### config.mk
export PLATFORM = sky130hd
export DESIGN_NAME = bpm_beat_gen
export DESIGN_NICKNAME = d
export VERILOG_FILES = /design/src/rtl/bpm_beat_gen.sv
export SDC_FILE = /design/constraint.sdc
export NUM_CORES = 1
export LEC_CHECK = 0
export BUFFER_PORTS_ARGS = -buffer_cell sky130_fd_sc_hd__buf_2
export CAP_MARGIN = 25
export CORE_MARGIN = 4
export CORE_UTILIZATION = 55
export DETAILED_ROUTE_END_ITERATION = 10
export PLACE_DENSITY = 0.78
export SYNTH_ARGS = -nofsm -noshare
export SYNTH_HDL_FRONTEND = slang
export SYNTH_SLANG_ARGS = --single-unit
### constraint.sdc
create_clock -name clk -period 10 [get_ports clk]
set_input_delay 0 -clock clk [delete_from_list [all_inputs] [get_ports clk]]
set_output_delay 0 -clock clk [all_outputs]
set_load 0.05 [all_outputs]
### src/rtl/bpm_beat_gen.sv
`default_nettype none
// +----------------------------------------------------------------------+
// | Module  : bpm_beat_gen                                               |
// | Brief   : Synthetic heartbeat source. Converts a target BPM into an  |
// |           R-R interval (60*CLK_FREQ/bpm) with a 32-step restoring    |
// |           divider and emits a periodic beat pulse at that interval.  |
// | Revision: 1.0 - initial release                                      |
// +----------------------------------------------------------------------+
module bpm_beat_gen #(
  parameter int unsigned CLK_FREQ    = 200,
  parameter int unsigned PULSE_WIDTH = 4,
  parameter int unsigned BPM_MIN     = 20,
  parameter int unsigned BPM_MAX     = 250
) (
  input  logic        clk,
  input  logic        rst,
  input  logic        enable,
  input  logic        bpm_load,
  input  logic [31:0] bpm_in,
  output logic        busy,
  output logic        rr_valid,
  output logic [31:0] rr_cycles_out,
  output logic        err_range,
  output logic        beat
);

  // Cycles per minute: the fixed dividend of every interval computation.
  localparam logic [31:0] c_dividend = 32'(60 * CLK_FREQ);
  localparam logic [31:0] c_bpm_min  = 32'(BPM_MIN);
  localparam logic [31:0] c_bpm_max  = 32'(BPM_MAX);
  localparam logic [31:0] c_pw       = 32'(PULSE_WIDTH);

  typedef enum logic [1:0] {
    ST_IDLE = 2'd0,
    ST_DIV  = 2'd1,
    ST_DONE = 2'd2
  } state_t;

  state_t      state_q, state_d;
  logic [31:0] divisor_q, divisor_d;
  logic [31:0] rem_q, rem_d;
  logic [31:0] quo_q, quo_d;
  logic [4:0]  iter_q, iter_d;
  logic [31:0] rr_out_q, rr_out_d;
  logic        valid_q, valid_d;
  logic        err_q, err_d;
  logic [31:0] pending_q, pending_d;
  logic [31:0] active_q, active_d;
  logic [31:0] cnt_q, cnt_d;
  logic        beat_q, beat_d;

  logic        w_in_range;
  logic [32:0] w_rem_shift;
  logic        w_fits;
  logic        w_run;
  logic        w_wrap;

  assign w_in_range  = (bpm_in >= c_bpm_min) && (bpm_in <= c_bpm_max);
  // Restoring step: bring in the next dividend bit, MSB first.
  assign w_rem_shift = {rem_q, c_dividend[5'd31 - iter_q]};
  assign w_fits      = (w_rem_shift >= {1'b0, divisor_q});
  assign w_run       = enable && (active_q != 32'd0);
  assign w_wrap      = (cnt_q == (active_q - 32'd1));

  // Next-state logic for the divider FSM and the beat phase counter.
  always_comb begin
    state_d   = state_q;
    divisor_d = divisor_q;
    rem_d     = rem_q;
    quo_d     = quo_q;
    iter_d    = iter_q;
    rr_out_d  = rr_out_q;
    valid_d   = 1'b0;
    err_d     = err_q;
    pending_d = pending_q;
    active_d  = active_q;
    cnt_d     = cnt_q;
    beat_d    = beat_q;

    case (state_q)
      ST_IDLE: begin
        if (bpm_load) begin
          if (w_in_range) begin
            divisor_d = bpm_in;
            rem_d     = 32'd0;
            quo_d     = 32'd0;
            iter_d    = 5'd0;
            err_d     = 1'b0;
            state_d   = ST_DIV;
          end else begin
            err_d = 1'b1;
          end
        end
      end
      ST_DIV: begin
        rem_d  = w_fits ? 32'(w_rem_shift - {1'b0, divisor_q}) : w_rem_shift[31:0];
        quo_d  = {quo_q[30:0], w_fits};
        iter_d = iter_q + 5'd1;
        if (iter_q == 5'd31) begin
          state_d = ST_DONE;
        end
      end
      ST_DONE: begin
        rr_out_d  = quo_q;
        pending_d = quo_q;
        valid_d   = 1'b1;
        state_d   = ST_IDLE;
      end
      default: begin
        state_d = ST_IDLE;
      end
    endcase

    // Beat phase: a running period always completes on its old interval;
    // a freshly computed interval is picked up at the wrap.
    if (!w_run) begin
      cnt_d  = 32'd0;
      beat_d = 1'b0;
    end else begin
      beat_d = (cnt_q < c_pw);
      if (w_wrap) begin
        cnt_d    = 32'd0;
        active_d = pending_q;
      end else begin
        cnt_d = cnt_q + 32'd1;
      end
    end

    // Nothing is running, so a new interval can take effect immediately.
    if ((state_q == ST_DONE) && !w_run) begin
      active_d = quo_q;
      cnt_d    = 32'd0;
    end
  end

  // State register; asynchronous reset clears everything, aborting a division.
  always_ff @(posedge clk or posedge rst) begin
    if (rst) begin
      state_q   <= ST_IDLE;
      divisor_q <= 32'd0;
      rem_q     <= 32'd0;
      quo_q     <= 32'd0;
      iter_q    <= 5'd0;
      rr_out_q  <= 32'd0;
      valid_q   <= 1'b0;
      err_q     <= 1'b0;
      pending_q <= 32'd0;
      active_q  <= 32'd0;
      cnt_q     <= 32'd0;
      beat_q    <= 1'b0;
    end else begin
      state_q   <= state_d;
      divisor_q <= divisor_d;
      rem_q     <= rem_d;
      quo_q     <= quo_d;
      iter_q    <= iter_d;
      rr_out_q  <= rr_out_d;
      valid_q   <= valid_d;
      err_q     <= err_d;
      pending_q <= pending_d;
      active_q  <= active_d;
      cnt_q     <= cnt_d;
      beat_q    <= beat_d;
    end
  end

  assign busy          = (state_q != ST_IDLE);
  assign rr_valid      = valid_q;
  assign rr_cycles_out = rr_out_q;
  assign err_range     = err_q;
  assign beat          = beat_q;

endmodule
`default_nettype wire
==> results.ini <==
[run_status]
status=finished clean

[layout]
mostFrequentLayoutCells=235 x nand2_1, 202 x dfrtp_1, 125 x nor2_1
finalNetCount=1413
final_cells=1622
final_common_cell=nand2_1
area_growth_pct=12.0
layout-drive-gt1-share_pct=10.4
antennaDiodeCount=0

[hold_path]
worstHoldStart=bpm_in[20]
hp-class=in2reg
min_to=rem_q[7]
holdPathStages=6

[power_and_ir_drop]
ir_drop_mv=0.126
comb_power_share_pct=7.4
seq_power_share_pct=48.1
p_clk_share_pct=44.5
p_leak_nw=5.67
power_switching_mw=0.440
pwr_density_cell_mw_per_mm2=144
netSwitchingFraction_pct=23.8
internal_power_mw=1.41

[yosys]
synth_edf_count=0
synth_xor_area_share_pct=7.31
synth_flop_cell=dfrtp_1
synth.avg_cell_area_um2=8.86
netlist_area_mm2=0.0114
synth_largest_area_cell=dfrtp_1
ys_warn_count=0
ys_top_cells_by_area=dfrtp_1 44%, nand2_1 7.7%, xnor2_1 4.8%
synth_top_area_share_pct=44.2
synthAdderAreaFrac_pct=4.33
yosys_register_bits=202
synth_compound_area_share_pct=14.8
yosys.area_share.simple_pct=21.5
syn_inst=1292
synth_top_family_by_area=simple AND/OR/NAND/NOR gates
synth_mux_area_share_pct=3.61
ys_types=72
synth.net_count=1367
ys_async_sr_fraction_pct=100
yosysSeqAreaShare_pct=44.2

[clocking]
holdBufCountCts=11
cts_setup_buffers=0
clockBufferDepth=3
cts_root_buf=clkbuf_16
cts-htree-levels=1
cts_tree=built
clk_pin_slew_worst_paths_ns=0.06
cts_resized=0
clock_latency_ns=0.51
clkSinkCount=202
numCtsBuffers=22

[timing]
min_period_over_period_pct=45.0
fin_hold_ws_ns=0.232
rsz0062_at_grt=no
final.setup.tns_ns=0
fin_ws_ns=5.50
worst_clock_skew_ns=0.0124
slew_violations=0
setup_viol=0
slew-limit-headroom_pct=40.2
worstMarginPinSlew_ns=0.897
finalHoldViolCount=0
fin_crit_ns=4.50
max_freq_mhz=222

[worst_setup_path]
r2r_slack_ns=5.50
crit_buf_inv=1
rr_worst_depth=11
critPathLaunchType=flop
crit_path_top_delay_cell=nand2_1
regToRegEndpoint=active_q[28]
slowest_delay_ns=0.65
crit_fanout=35
arrival_ns=4.94
r2r_start=active_q[0]
critPathKind=reg2reg
path_delay_family=simple AND/OR/NAND/NOR gates
worstPathRequired_ns=10.44
crit_chain=inv_1 > ha_1 > or4b_1 > nor3_2 > a31oi_1 > a2111o_1 > or4_1 > nor4_4 > nand4_4 > nand2_1 > o21a_1
end_kind=flop

[floorplan]
die-area_mm2=0.0232
die_h_um=152
ioPinCount=72
initial_utilization_pct=56.2
core_area_mm2=0.0204
die_w_um=152
row_count=52

[global_route]
grt_pass1_vias=9347
antenna_found_initial=0
grt_pass1_wl_um=46400
grt.total_usage_pct=23.3
grt_max_degree=131
top_usage_layer=met2
met3_usage_pct=3.07
use_met1_pct=32.1
grt_util_met2_pct=38.9
overflow=0

[detailed_routing]
drt_wl_total_um=27100
dr.pass1.iters=5
via_per_inst=5.79
drt_iter0_markers=503
ant_nets=0
wl_per_cell_um=16.7
num_vias=9387
drc=0

[flow_run]
maxCapViolCount=0

[placed_design]
preCtsSetupSlack_ns=5.55
place_congestion=0.951
dp_hpwl_um=18200
port_buffers=71
dp.cells=1572

[state kept, by name, summed over array words and instances (netlist names)]
signal,count
active_q,32
beat,1
cnt_q,32
divisor_q,32
err_range,1
iter_q,5
pending_q,32
quo_q,32
rem_q,32
rr_valid,1
state_q,2
[per-stage QoR]
step           area [um2]  total power, mW  utilization (%)
6_report            12800             1.85             63.0
5_1_grt             12800             1.92             63.0
4_1_cts             12800             1.86             62.8
3_5_place_dp        12000             1.03             58.7
3_3_place_gp        12000             1.03             58.7
2_1_floorplan       11400            0.996                -
[layout make-up]
cell class / instances / area, um2
fill: 1713 / 7540
multi-input combinational: 971 / 5940
sequential: 202 / 5050
clock buffer: 31 / 646
timing repair buffer: 93 / 568
tap: 270 / 338
inverter: 48 / 188
clock inverter: 7 / 85.1
[tightest hold or removal path, stage by stage]
cell and delay (ns):
buf_2 0.08, nor2_1 0.03, nand4_1 0.11, a211oi_4 0.04
buf_4 0.26, o22ai_1 0.16
[kinds of logic after synthesis]
logic type / after synthesis
compound gates: 265
xor+xnor: 94
fa+ha+maj: 39
buf+inv: 119
flops: 202
mux: 41
simple gates: 532
[worst max path at each step]
stage	start	to	slack, ns	cells past startpoint
finish	active_q[0]	active_q[28]	5.50	11
global route	active_q[0]	active_q[7]	5.13	11
CTS	active_q[0]	active_q[28]	5.51	11
detailed placement	active_q[0]	active_q[28]	5.55	11
global placement	active_q[0]	active_q[26]	5.66	11
floorplan	rst	active_q[0]	4.49	1
[routing by layer]
metal,up-vias,share of wire [%]
li1,4586,-
met1,4516,44
met2,240,49
met3,45,5.1
met4,0,2.2
met5,-,0
[cell usage after synthesis, drive strengths merged (5+ instances only)]
master / number
a21o: 18
nor3: 26
and3: 10
nor4: 26
xnor2: 63
o21a: 19
or3: 5
o21ai: 82
xor2: 30
and2: 5
o22ai: 11
mux2i: 39
ha: 38
o22a: 13
a31oi: 11
nand2b: 10
a21oi: 54
nand2: 235
a211oi: 12
nor2: 126
clkbuf: 57
nor2b: 7
inv: 47
a221o: 5
a32oi: 5
nand4: 21
buf: 14
o31ai: 9
or4: 6
dfrtp: 202
nand3: 30
[power by group through the flow]
stage               clock network (mW)  logic [mW]  registers [mW]
CTS                              0.836       0.136           0.887
floorplan                            0       0.110           0.886
detailed placement                   0       0.132           0.902
finish                           0.823       0.137           0.889
global route                     0.873       0.152           0.893
global placement                     0       0.128           0.900
(Power assumes the default switching activity.)
